===== src/rtl/clk_rst_pkg.sv =====
// Shared clock/reset types and defaults used by the reset sequencer and its helpers.
package clk_rst_pkg;

  typedef enum logic [1:0] {
    WAIT_LOCK = 2'd0,
    SEQ       = 2'd1,
    DONE      = 2'd2,
    ASSERT    = 2'd3
  } rst_seq_state_e;

  localparam int unsigned DEF_NUM_STAGES  = 4;
  localparam int unsigned DEF_STAGE_DELAY = 16;
  localparam int unsigned DEF_MIN_ASSERT  = 8;

  function automatic int unsigned max_u(input int unsigned a, input int unsigned b);
    return (a > b) ? a : b;
  endfunction

endpackage


===== src/rtl/lock_sync.sv =====
// Two-flop synchronizer bringing the asynchronous PLL lock into the clk domain.
module lock_sync (
  input  logic clk,
  input  logic rst,
  input  logic d,
  output logic q
);

  (* ASYNC_REG = "TRUE" *) logic meta;
  (* ASYNC_REG = "TRUE" *) logic sync;

  always_ff @(posedge clk or posedge rst) begin
    if (rst) begin
      meta <= 1'b0;
      sync <= 1'b0;
    end else begin
      meta <= d;
      sync <= meta;
    end
  end

  assign q = sync;

endmodule


===== src/rtl/reset_sequencer.sv =====
// Ordered multi-stage reset release gated by PLL lock, with a software-triggered re-reset.
//
// state     | meaning
// ----------+-----------------------------------------------------------
// WAIT_LOCK | all stages held in reset until the synchronized lock is seen
// SEQ       | releasing stages one by one, STAGE_DELAY cycles apart
// DONE      | every stage released
// ASSERT    | software reset: all stages held for at least MIN_ASSERT cycles
module reset_sequencer
  import clk_rst_pkg::*;
#(
  parameter int unsigned NUM_STAGES  = DEF_NUM_STAGES,
  parameter int unsigned STAGE_DELAY = DEF_STAGE_DELAY,
  parameter int unsigned MIN_ASSERT  = DEF_MIN_ASSERT
) (
  input  logic                  clk,
  input  logic                  rst_i,
  input  logic                  pll_lock_i,
  input  logic                  sw_rst_req_i,
  output logic [NUM_STAGES-1:0] rst_o,
  output logic                  done_o,
  output logic                  busy_o
);

  localparam int unsigned CW = $clog2(max_u(STAGE_DELAY, MIN_ASSERT));
  localparam int unsigned IW = $clog2(NUM_STAGES);

  localparam logic [CW-1:0] SD_RELOAD = CW'(STAGE_DELAY - 1);
  localparam logic [CW-1:0] MA_RELOAD = CW'(MIN_ASSERT - 1);
  localparam logic [IW-1:0] LAST_IDX  = IW'(NUM_STAGES - 1);

  rst_seq_state_e        state_q, state_d;
  logic [CW-1:0]         cnt_q, cnt_d;
  logic [IW-1:0]         idx_q, idx_d;
  logic [NUM_STAGES-1:0] rst_d;
  logic                  done_d, busy_d;
  logic                  lock_s;

  lock_sync u_lock_sync (
    .clk (clk),
    .rst (rst_i),
    .d   (pll_lock_i),
    .q   (lock_s)
  );

  always_ff @(posedge clk or posedge rst_i) begin
    if (rst_i) begin
      state_q <= WAIT_LOCK;
      cnt_q   <= '0;
      idx_q   <= '0;
      rst_o   <= '1;
      done_o  <= 1'b0;
      busy_o  <= 1'b0;
    end else begin
      state_q <= state_d;
      cnt_q   <= cnt_d;
      idx_q   <= idx_d;
      rst_o   <= rst_d;
      done_o  <= done_d;
      busy_o  <= busy_d;
    end
  end

  always_comb begin
    state_d = state_q;
    cnt_d   = cnt_q;
    idx_d   = idx_q;
    rst_d   = rst_o;

    case (state_q)
      WAIT_LOCK: begin
        rst_d = '1;
        if (lock_s) begin
          state_d = SEQ;
          idx_d   = '0;
          cnt_d   = SD_RELOAD;
        end
      end

      SEQ, DONE: begin
        // Lock loss outranks a software request arriving on the same edge.
        if (!lock_s) begin
          state_d = WAIT_LOCK;
          rst_d   = '1;
        end else if (sw_rst_req_i) begin
          state_d = ASSERT;
          rst_d   = '1;
          cnt_d   = MA_RELOAD;
        end else if (state_q == SEQ) begin
          if (cnt_q == '0) begin
            rst_d[idx_q] = 1'b0;
            cnt_d        = SD_RELOAD;
            if (idx_q == LAST_IDX) begin
              state_d = DONE;
            end else begin
              idx_d = idx_q + 1'b1;
            end
          end else begin
            cnt_d = cnt_q - 1'b1;
          end
        end
      end

      ASSERT: begin
        rst_d = '1;
        if (sw_rst_req_i) begin
          cnt_d = MA_RELOAD;
        end else if (cnt_q == '0) begin
          state_d = WAIT_LOCK;
        end else begin
          cnt_d = cnt_q - 1'b1;
        end
      end

      default: begin
        state_d = WAIT_LOCK;
        rst_d   = '1;
      end
    endcase

    done_d = (state_d == DONE);
    busy_d = (state_d == SEQ) || (state_d == ASSERT);
  end

endmodule


===== config.mk =====
export PLATFORM = sky130hd
export DESIGN_NAME = reset_sequencer
export DESIGN_NICKNAME = d
export VERILOG_FILES = /design/src/rtl/clk_rst_pkg.sv /design/src/rtl/lock_sync.sv /design/src/rtl/reset_sequencer.sv
export SDC_FILE = /design/constraint.sdc
export NUM_CORES = 1
export LEC_CHECK = 0
export BUFFER_PORTS_ARGS = -buffer_cell sky130_fd_sc_hd__buf_2
export CAP_MARGIN = 20
export CORE_UTILIZATION = 55
export DETAILED_ROUTE_END_ITERATION = 8
export PLACE_DENSITY = 0.75
export SYNTH_ARGS = -nofsm -noshare
export SYNTH_HDL_FRONTEND = slang
export SYNTH_SLANG_ARGS = --single-unit

===== constraint.sdc =====
create_clock -name clk -period 2 [get_ports clk]
set_input_delay 0 -clock clk [delete_from_list [all_inputs] [get_ports clk]]
set_output_delay 0 -clock clk [all_outputs]
set_load 0.005 [all_outputs]

==> impl_summary.log, run 1 <==
[metrics] run status: finished, final reports clean
[metrics] maximum root-to-sink buffer count: 2
[metrics] number of flops mapped to enable cells by yosys: 0
[metrics] hold path start: sw_rst_req_i
[metrics] worst clock skew: 0.00525 ns
[metrics] number of instances in the synthesized netlist: 90
[metrics] count of synthesis-stage warnings from yosys: 0
[metrics] total length of routed met2 wires: around 850 um
[metrics] unrepaired setup endpoints after global routing: no
[metrics] sum of negative setup slack: 0 ns
[metrics] critical path launch point: state_q[1]
[metrics] worst hold path type: input pin to register
[metrics] Routed met3 length: about 76 um
[metrics] number of antenna violations at the first check in global routing: 0
[metrics] final period utilization: between 90% and 100%
[metrics] Initial DRT Pass Iterations: 4
[metrics] Post-Route WL: 1740 um
[metrics] Iteration-0 DRC Markers: 15
[metrics] clock transition time at the flip-flop clock pins of the worst setup and hold paths: ~0.090 ns
[metrics] Die Area: 1810 sq um
[metrics] sink count of the clock tree: 15
[metrics] Final Critical Period: around 1.8 ns
[metrics] slew at the pin closest to its max-slew limit: between 0.5 and 0.6 ns
[metrics] H-tree depth reported by CTS: 1
[metrics] post-synth design cell area: 902 sq um
[metrics] top routing layer used: met4
[metrics] M1 WL: 807 um
[metrics] core region area: around 1500 sq um
[metrics] Final GP Congestion: ~0.87
[metrics] Cell Rows: 14
[metrics] count of final max-slew check failures: 0
[metrics] area overhead of the layout relative to synthesis: 13.6%
[metrics] first-pass GRT wire length: 2970 um
[metrics] number of library cell types mapped by synthesis: 32
[metrics] Initial Utilization: 59.2%
[metrics] mean instance size in the synthesized netlist: 10.0 sq um
[metrics] classification of the worst setup path: register to register
[metrics] highest net fanout along the worst path: 7
[metrics] share of cells above drive strength 1: roughly 28%
[metrics] number of nets still failing antenna checks after routing: 0
[metrics] average detailed-routed wire length per instance: between 10 and 15 um
[metrics] number of buffers inserted to repair setup after CTS: 0
[metrics] total number of vias: about 720
[metrics] via count of the first global-routing pass: a little under 700
[metrics] Vias per Instance: around 5.9
[metrics] pin count of the biggest net entering global routing: 16
[metrics] # fillers: approximately 130
[metrics] residual DRC count: 0
[metrics] HPWL Detailed: around 1300 um
[metrics] Global Route Usage Sum: 22.1%
[metrics] Pwr Total: 0.00131 W
[metrics] width of the die: around 43 um
[metrics] number of buffer cells added on primary ports: 9
[metrics] Setup crit end kind: register
[metrics] die span in y: between 40 and 50 um
[metrics] clock latency of the later-clocked register in the worst-skew pair: 0.28 ns
[metrics] hold_ws: 0.129 ns
[metrics] launch point of the worst reg-to-reg path: state_q[1]
[metrics] headroom to the max-slew limit: a little under two thirds
[metrics] ys async rst share: 100%
[metrics] number of flip-flops and latches in the synthesized netlist: 15
[metrics] sequential-to-total area share from yosys stat: roughly 42%
[metrics] most used cells in the layout excluding fill and tap cells: inv_1 (10), dfrtp_1 (10), ha_1 (9), buf_2 (9), a21oi_1 (7)
[metrics] f_max: 555 MHz
[metrics] leakage power: between 0.4 and 0.5 nW
[metrics] predominant post-synthesis flop cell: dfrtp_1
[metrics] num ports: 10
[metrics] Data arrival, critical path: 2.00 ns
[metrics] diodes inserted: 0
[metrics] syn nets: just over 100
[metrics] clock buffer count from CTS: 3
[metrics] number of hold-slack violations in the final timing report: 0
[metrics] NumNets Final: roughly 120
[metrics] data required time at the worst endpoint: ~2.2 ns
[metrics] largest vdd supply drop: 0.828 mV
[metrics] global route total overflow: 0
[metrics] max capacitance violation total: 0
[metrics] Pwr Density: ~1300 nW/um^2
[metrics] clock tree from TritonCTS: built
[metrics] Setup crit start kind: register
[metrics] number of setup violations in the final report: 0
[metrics] cell chosen for the clock root: clkbuf_4
[power by group]
part	switching [W]	internal, W
logic	0.000371	0.000302
clock network	0.0000918	0.0000773
registers	0.0000939	0.000375
[Yosys cell counts (all sizes together) (2+ instances only)]
master,instances,share of area (%)
inv,10,4.2
mux2i,2,2.2
a21oi,8,4.9
nand3,5,2.8
dfstp,4,12
clkbuf,2,0.83
o31ai,3,2.5
o22ai,2,1.4
dfrtp,11,31
o21ai,2,1.1
nor2,5,2.1
nand2,6,2.5
a311o,2,2.2
ha,9,12
nor3b,2,2.9
a21o,4,3.5
[cell families (layout without fill, tap and decap cells)]
| logic type | count (synthesis) | in the layout | share of synthesized area [%] |
|---|---|---|---|
| buffers and inverters | 13 | 28 | 5.55 |
| muxes | 2 | 2 | 2.22 |
| and+or+nand+nor | 22 | 22 | 14.0 |
| adders and majority gates | 9 | 9 | 12.5 |
| DFF | 15 | 15 | 42.2 |
| AOI/OAI and AO/OA | 29 | 29 | 23.6 |
[flip-flops by register name, summed over array words and instances (netlist names)]
signal	flops
cnt_q	4
done_o	1
idx_q	2
rst_o	4
state_q	2
u_lock_sync.meta	1
u_lock_sync.q	1
[worst paths after layout]
| path | endpoint | slack (ns) | depth (start not counted) |
|---|---|---|---|
| setup / recovery | cnt_q[0] | 0.20 | 6 |
| hold / removal | cnt_q[3] | 0.13 | 4 |
| setup reg to reg | cnt_q[0] | 0.20 | 6 |
| hold reg to reg | u_lock_sync.q | 0.36 | 0 |
| max in group asynchronous | state_q[0] | 1.30 | 3 |
| min in group asynchronous | cnt_q[0] | 0.30 | 3 |
[critical path, cell delays in order, from the launching register on]
cell and delay, ns:
dfrtp_1 0.42, inv_1 0.10, ha_1 0.36, o21ba_2 0.25, a211oi_2 0.36, o21ai_0 0.15
o21ai_0 0.09
[final cells by class]
| class | count | area [sq um] | share of cell area [%] |
|---|---|---|---|
| tap | 16 | 20.0 | 1.95 |
| inverter | 10 | 37.5 | 3.66 |
| clock buffer | 4 | 26.3 | 2.56 |
| sequential | 15 | 382 | 37.2 |
| timing repair buffer | 14 | 87.6 | 8.55 |
| multi-input combinational | 62 | 472 | 46.0 |
[layer usage]
layer	up-vias	global-route usage [%]
li1	352	-
met1	343	29.3
met2	20	34.8
met3	2	5.17
met4	0	8.75
met5	-	0
[through the flow]
stage / utilization [%] / cell area [sq um] / std cells / setup slack, ns
finish: 67.2 / 1020 / 121 / 0.200
global route: 67.2 / 1020 / 121 / 0.0558
CTS: 67.2 / 1020 / 121 / 0.149
detailed placement: 64.1 / 977 / 115 / 0.193
global placement: 64.1 / 977 / 115 / 0.264
floorplan: - / 902 / 90 / 0.177
[what timing repair did]
item	in CTS	in global routing
hold endpoints to repair	12	0
setup endpoints to repair	0	1
hold buffers	2	0
gates resized for setup	0	1
(Power assumes the default switching activity.)
==> run 2, diff against run 1 <==
BUFFER_PORTS_ARGS = default   (was -buffer_cell sky130_fd_sc_hd__buf_2)
DONT_BUFFER_PORTS = 1   (was default)
PLACE_DENSITY = 0.69   (was 0.75)
clock period = 2.16 ns   (was 2 ns; I/O delays follow)
==> run 2 against run 1 <==
  * Global-route usage up 1.3 points
  * Die area unchanged
  * Sequential power down 7.0%
  * Clock skew up 0.0014 ns
  * Count of clock-buffer cells in the layout down 1
  * Combinational power down 9.7%
  * Non-clock buffer count down 9
  * Critical endpoint unchanged
  * Design area down 4.2%
==> impl_summary.log, run 2 (synthesized netlist as in run 1, its figures left out) <==
[metrics] clock transition time at the flip-flop clock pins of the worst setup and hold paths: 0.09 ns (about the same)
[metrics] worst clock skew: 0.00667 ns (+0.00142 ns)
[metrics] Data arrival, critical path: 2.08 ns (+0.08 ns)
[metrics] Die Area: 1810 sq um (unchanged)
[metrics] number of setup violations in the final report: 0 (unchanged)
[metrics] highest net fanout along the worst path: 7 (unchanged)
[metrics] post-layout utilization of the core: 64.4% (-2.8 points)
[metrics] data required time at the worst endpoint: 2.37 ns (+0.17 ns)
[metrics] most used routing layer in global routing: met2
[metrics] sink count of the clock tree: 15 (unchanged)
[metrics] clock tree from TritonCTS: built
[metrics] first-pass GRT wire length: 3090 um (+4.2%)
[metrics] worst slack after detailed placement: 0.332 ns (+0.139 ns)
[metrics] Final GP Congestion: 0.836 (-4.3%)
[metrics] leakage power: 0.421 nW (-6.2%)
[metrics] Post-Route WL: 1770 um (+1.7%)
[metrics] headroom to the max-slew limit: 62.8% (-0.69 points)
[metrics] cell chosen for the clock root: clkbuf_4
[metrics] total number of vias: 689 (-3.9%)
[metrics] sum of negative setup slack: 0 ns (unchanged)
[metrics] worst hold path type: input pin to register
[metrics] Initial Utilization: 59.2% (unchanged)
[metrics] Cell Rows: 14 (unchanged)
[metrics] Reg2Reg Depth: 6 (unchanged)
[metrics] run status: finished, final reports clean
[metrics] number of antenna violations at the first check in global routing: 0 (unchanged)
[metrics] max capacitance violation total: 0 (unchanged)
[metrics] clock latency of the later-clocked register in the worst-skew pair: 0.29 ns (about the same)
[metrics] pin count of the biggest net entering global routing: 16 (unchanged)
[metrics] Vias per Instance: 6.15 (+3.8%)
[metrics] Setup crit end kind: register
[metrics] number of buffers inserted to repair setup after CTS: 0 (unchanged)
[metrics] launch point of the worst reg-to-reg path: state_q[0]
[metrics] core region area: 1520 sq um (unchanged)
[metrics] GR met3 Demand/Resource: 8.19% (+3.0 points)
[metrics] share of cells above drive strength 1: 19.8% (-7.8 points)
[metrics] global-route met1 utilization: 30.1% (+0.81 points)
[metrics] largest vdd supply drop: 0.802 mV (-3.2%)
[metrics] placed insts: 105 (-8.7%)
[metrics] count of final max-slew check failures: 0 (unchanged)
[metrics] hold path start: sw_rst_req_i
[metrics] num ports: 10 (unchanged)
[metrics] global route total overflow: 0 (unchanged)
[metrics] diodes inserted: 0 (unchanged)
[metrics] most used cells in the layout excluding fill and tap cells: dfrtp_1 (11), inv_1 (10), ha_1 (9)
[metrics] Pwr Density: 1230 nW/um^2 (-4.0%)
[metrics] Worst Setup EP: cnt_q[0]
[metrics] NumNets Final: 110 (-7.6%)
[metrics] Pwr Total: 0.00121 W (-8.0%)
[metrics] Iteration-0 DRC Markers: 25 (+10)
[metrics] Setup crit start kind: register
[metrics] Final Critical Period: 1.87 ns (+0.0683 ns)
[metrics] Global Route Usage Sum: 23.4% (+1.3 points)
[metrics] width of the die: 42.5 um (unchanged)
[metrics] number of hold-slack violations in the final timing report: 0 (unchanged)
[metrics] average detailed-routed wire length per instance: 15.8 um (+9.9%)
[metrics] HPWL Detailed: 1280 um (-2.1%)
[metrics] Worst Setup Slack, final: 0.291 ns (+0.0917 ns)
[metrics] die span in y: 42.5 um (unchanged)
[metrics] slew at the pin closest to its max-slew limit: 0.558 ns (+0.0103 ns)
[metrics] hold buffers post-CTS: 3 (+1)
[metrics] unrepaired setup endpoints after global routing: no
[metrics] cells resized by post-CTS repair: 0 (unchanged)
[metrics] Register-to-Register Setup Slack: 0.29 ns (+0.09 ns)
[metrics] clock buffer count from CTS: 3 (unchanged)
[metrics] number of buffer cells added on primary ports: 0 (-9)
[metrics] maximum root-to-sink buffer count: 2 (unchanged)
[metrics] final period utilization: 86.5% (-3.5 points)
[metrics] H-tree depth reported by CTS: 1 (unchanged)
[metrics] largest registers: cnt_q: 4 flops, rst_o: 4 flops
[metrics] Initial DRT Pass Iterations: 4 (unchanged)
[metrics] critical path launch point: state_q[0]
[metrics] via count of the first global-routing pass: 686 (-0.72%)
[metrics] most common cell after layout, fill and taps aside: dfrtp_1
[metrics] residual DRC count: 0 (unchanged)
[metrics] number of nets still failing antenna checks after routing: 0 (unchanged)
[metrics] met2 demand-to-capacity share in global routing: 36.9% (+2.2 points)
[metrics] area overhead of the layout relative to synthesis: 8.88%
[metrics] f_max: 535 MHz (-3.7%)
[metrics] r2r endpoint: cnt_q[0]
[metrics] final instance count without filler cells: 112 (-7.4%)
[metrics] classification of the worst setup path: register to register
run 2: cell types whose count changed in the layout (fill, tap and decap cells not counted), sizes merged:
cell / previous run / this run
buf: 12 / 2
clkbuf: 4 / 3
clkinv: 0 / 1
dlygate4sd3: 2 / 3
run 2: critical path, cell delays in order, from the launching register on:
cell      delay, ns
dfrtp_1        0.46
inv_1          0.11
ha_1           0.34
o21ba_2        0.24
a211oi_2       0.39
o21ai_0        0.15
o21ai_0        0.11
run 2: worst min path at each step:
stage	slack, ns	cells past startpoint	end
2_1_floorplan	-0.10	1	cnt_q[0]
3_3_place_gp	-0.04	1	cnt_q[3]
3_5_place_dp	-0.03	1	idx_q[0]
4_1_cts	0.05	3	state_q[0]
5_1_grt	0.09	3	state_q[0]
6_report	0.04	3	state_q[0]
run 2: area by class of cell:
class,instances,area (sq um)
tap,16,20.0
inverter,10,37.5
multi-input combinational,62,472
fill,140,542
clock inverter,1,5.00
timing repair buffer,5,45.0
sequential,15,380
clock buffer,3,22.5
run 2: per-stage QoR:
stage                     cell area, sq um  hold WS, ns
final                                  982       0.0444
after CTS                              982       0.0462
after detailed placement               925      -0.0261
after floorplan                        902       -0.101
after global placement                 925      -0.0391
after global routing                   982       0.0880
run 2: report_power, final:
group          total (W)  switching [W]  leakage [nW]  internal, W
Clock           0.000162      0.0000933        0.0177    0.0000690
Sequential      0.000436      0.0000908         0.177     0.000345
Combinational   0.000608       0.000341         0.227     0.000267
run 2: per-layer routing:
| metal | vias up | wire length, um |
|---|---|---|
| met4 | 0 | 25 |
| met1 | 334 | 831 |
| met2 | 14 | 831 |
| met5 | - | 0 |
| li1 | 336 | - |
| met3 | 5 | 84 |
==> run 3, diff against run 2 <==
--- a/config.mk
+++ b/config.mk
@@ -10,4 +10,5 @@
 export DETAILED_ROUTE_END_ITERATION = 8
 export DONT_BUFFER_PORTS = 1
+export HOLD_SLACK_MARGIN = 0.12
 export PLACE_DENSITY = 0.69
 export SYNTH_ARGS = -nofsm -noshare
==> constraint.sdc (replaced) <==
create_clock -name clk -period 2.16 [get_ports clk]
set_input_delay 0.216 -clock clk [delete_from_list [all_inputs] [get_ports clk]]
set_output_delay 0.216 -clock clk [all_outputs]
set_load 0.005 [all_outputs]
==> run 3 against run 2 <==
  * Combinational power hardly changed
  * Count of clock-buffer cells in the layout stayed put
  * Fmax is 0.20% lower
  * Via count is 0.44% higher
  * Non-clock buffer count is 1 lower
  * Sequential share of layout area is 0.40 points higher
  * Register-to-register slack hardly changed
  * Cell count is 0.89% lower
  * Power hardly changed
  * Clock power hardly changed
  * Clock skew hardly changed
  * Critical endpoint unchanged
  * Highest routed layer unchanged
==> impl_summary.log, run 3 (synthesized netlist as in run 1, its figures left out) <==
[metrics] run status: finished, final reports clean
[metrics] total number of vias: 692 (+0.44%)
[metrics] NumNets Final: 109 (-0.91%)
[metrics] share of power burned in combinational logic: 50.5% (about the same)
[metrics] number of antenna violations at the first check in global routing: 0 (unchanged)
[metrics] placed insts: 105 (unchanged)
[metrics] maximum root-to-sink buffer count: 2 (unchanged)
[metrics] clock tree from TritonCTS: built
[metrics] data required time at the worst endpoint: 2.37 ns (about the same)
[metrics] hold-critical path depth: 3 (unchanged)
[metrics] part of the total power dissipated in sequential elements: 36.1% (about the same)
[metrics] Pwr Density: 1240 nW/um^2 (+0.95%)
[metrics] Register-to-Register Setup Slack: 0.29 ns (about the same)
[metrics] highest net fanout along the worst path: 7 (unchanged)
[metrics] # fillers: 141 (+0.71%)
[metrics] max capacitance violation total: 0 (unchanged)
[metrics] Die Area: 1810 sq um (unchanged)
[metrics] sequential cell area: 380 sq um (unchanged)
[metrics] global route total overflow: 0 (unchanged)
[metrics] most used cells in the layout excluding fill and tap cells: dfrtp_1 (11), inv_1 (10), ha_1 (9)
[metrics] average detailed-routed wire length per instance: 16.1 um (+1.9%)
[metrics] cell chosen for the clock root: clkbuf_4
[metrics] headroom to the max-slew limit: 62.5% (-0.25 points)
[metrics] Setup crit end kind: register
[metrics] diodes inserted: 0 (unchanged)
[metrics] number of nets still failing antenna checks after routing: 0 (unchanged)
[metrics] Sw Share: 43.6% (+0.054 points)
[metrics] Post-Route WL: 1790 um (+1.0%)
[metrics] HPWL Detailed: 1280 um (unchanged)
[metrics] launch point of the worst reg-to-reg path: state_q[0]
[metrics] pin count of the biggest net entering global routing: 16 (unchanged)
[metrics] Worst Setup Slack, final: 0.288 ns (-0.00376 ns)
[metrics] worst clock skew: 0.00643 ns (-0.000244 ns)
[metrics] internal power: 0.000680 W (-0.17%)
[metrics] num ports: 10 (unchanged)
[metrics] hold_ws: 0.170 ns (+0.126 ns)
[metrics] Initial DRT Pass Iterations: 4 (unchanged)
[metrics] number of hold-slack violations in the final timing report: 0 (unchanged)
[metrics] clock latency of the later-clocked register in the worst-skew pair: 0.29 ns (about the same)
[metrics] clock buffer count from CTS: 3 (unchanged)
[metrics] H-tree depth reported by CTS: 1 (unchanged)
[metrics] clock transition time at the flip-flop clock pins of the worst setup and hold paths: 0.09 ns (about the same)
[metrics] number of buffer cells added on primary ports: 0 (unchanged)
[metrics] Iteration-0 DRC Markers: 25 (unchanged)
[metrics] Cell Rows: 14 (unchanged)
[metrics] share of power burned in the clock network: 13.4% (about the same)
[metrics] hold path start: sw_rst_req_i
[metrics] Initial Utilization: 59.2% (unchanged)
[metrics] worst slack after detailed placement: 0.332 ns (unchanged)
[metrics] f_max: 534 MHz (-0.20%)
[metrics] post-layout utilization of the core: 63.8% (-0.66 points)
[metrics] Net Sw Power: 0.000526 W (about the same)
[metrics] r2r endpoint: cnt_q[0]
[metrics] largest vdd supply drop: 0.807 mV (+0.57%)
[metrics] most common cell after layout, fill and taps aside: dfrtp_1
[metrics] leakage power: 0.417 nW (-0.99%)
[metrics] hold worst-path end: cnt_q[3]
[metrics] Final Critical Period: 1.87 ns (+0.00376 ns)
[metrics] width of the die: 42.5 um (unchanged)
[metrics] classification of the worst setup path: register to register
[metrics] Final GP Congestion: 0.836 (unchanged)
[metrics] largest registers: cnt_q: 4 flops, rst_o: 4 flops
[metrics] number of setup violations in the final report: 0 (unchanged)
[metrics] sum of negative setup slack: 0 ns (unchanged)
[metrics] Setup crit start kind: register
[metrics] Data arrival, critical path: 2.08 ns (about the same)
[metrics] cells resized by post-CTS repair: 0 (unchanged)
[metrics] Vias per Instance: 6.23 (+1.3%)
[metrics] unrepaired setup endpoints after global routing: no
[metrics] residual DRC count: 0 (unchanged)
[metrics] slew at the pin closest to its max-slew limit: 0.561 ns (+0.00376 ns)
[metrics] first-pass GRT wire length: 3080 um (-0.45%)
[metrics] Reg2Reg Depth: 6 (unchanged)
[metrics] Multi-input gate area: 472 sq um (unchanged)
[metrics] final instance count without filler cells: 111 (-0.89%)
[metrics] core region area: 1520 sq um (unchanged)
[metrics] Global Route Usage Sum: 23.3% (-0.091 points)
[metrics] share of cells above drive strength 1: 20.0% (+0.21 points)
[metrics] worst hold path type: input pin to register
[metrics] via count of the first global-routing pass: 683 (-0.44%)
[metrics] sink count of the clock tree: 15 (unchanged)
[metrics] count of final max-slew check failures: 0 (unchanged)
[metrics] final period utilization: 86.7% (+0.17 points)
[metrics] die span in y: 42.5 um (unchanged)
[metrics] area overhead of the layout relative to synthesis: 7.77%
==> run 3: cell types whose count changed in the layout (fill, tap and decap cells not counted) <==
cell,previous run,this run
dlygate4sd3_1,3,2
==> run 3: layer usage <==
metal  global-route usage, %  part of all wire, %
met1                    29.9                   46
met2                    36.9                   48
met3                    8.19                  4.9
met4                    7.50                  1.4
met5                       0                    0
==> run 3: worst max path at each step <==
stage	from	end	slack (ns)	cells past startpoint
2_1_floorplan	state_q[0]	cnt_q[2]	0.34	7
3_3_place_gp	state_q[0]	cnt_q[0]	0.36	6
3_5_place_dp	state_q[0]	cnt_q[0]	0.33	6
4_1_cts	state_q[0]	cnt_q[0]	0.28	6
5_1_grt	state_q[0]	cnt_q[0]	0.06	6
6_report	state_q[0]	cnt_q[0]	0.29	6
==> run 3: final cells by class <==
type	count	share of cell area, %
clock inverter	1	0.515
sequential	15	39.1
timing repair buffer	4	3.60
clock buffer	3	2.32
tap	16	2.06
inverter	10	3.86
multi-input combinational	62	48.5
==> run 3: metrics by stage <==
step                      area (sq um)  total power [W]
after CTS                          972          0.00121
final                              972          0.00121
after detailed placement           925          0.00104
after global placement             925          0.00102
after floorplan                    902         0.000885
after global routing               972          0.00131
==> run 3: power by group through the flow <==
stage | Combinational [W] | Clock, W | Sequential, W
floorplan | 0.000464 | 0 | 0.000421
global placement | 0.000586 | 0 | 0.000437
detailed placement | 0.000593 | 0 | 0.000443
CTS | 0.000601 | 0.000170 | 0.000437
global route | 0.000673 | 0.000182 | 0.000453
finish | 0.000609 | 0.000161 | 0.000436
==> run 3: critical path, stage by stage (launching register included) <==
cell	delay, ns
dfrtp_1	0.46
inv_1	0.11
ha_1	0.34
o21ba_2	0.23
a211oi_2	0.39
o21ai_0	0.15
o21ai_0	0.11
==> run 3: repair_timing <==
| action | CTS | global route |
|---|---|---|
| hold endpoints to repair | 12 | 0 |
| buffers inserted | 0 | 0 |
| hold buffers | 2 | 0 |
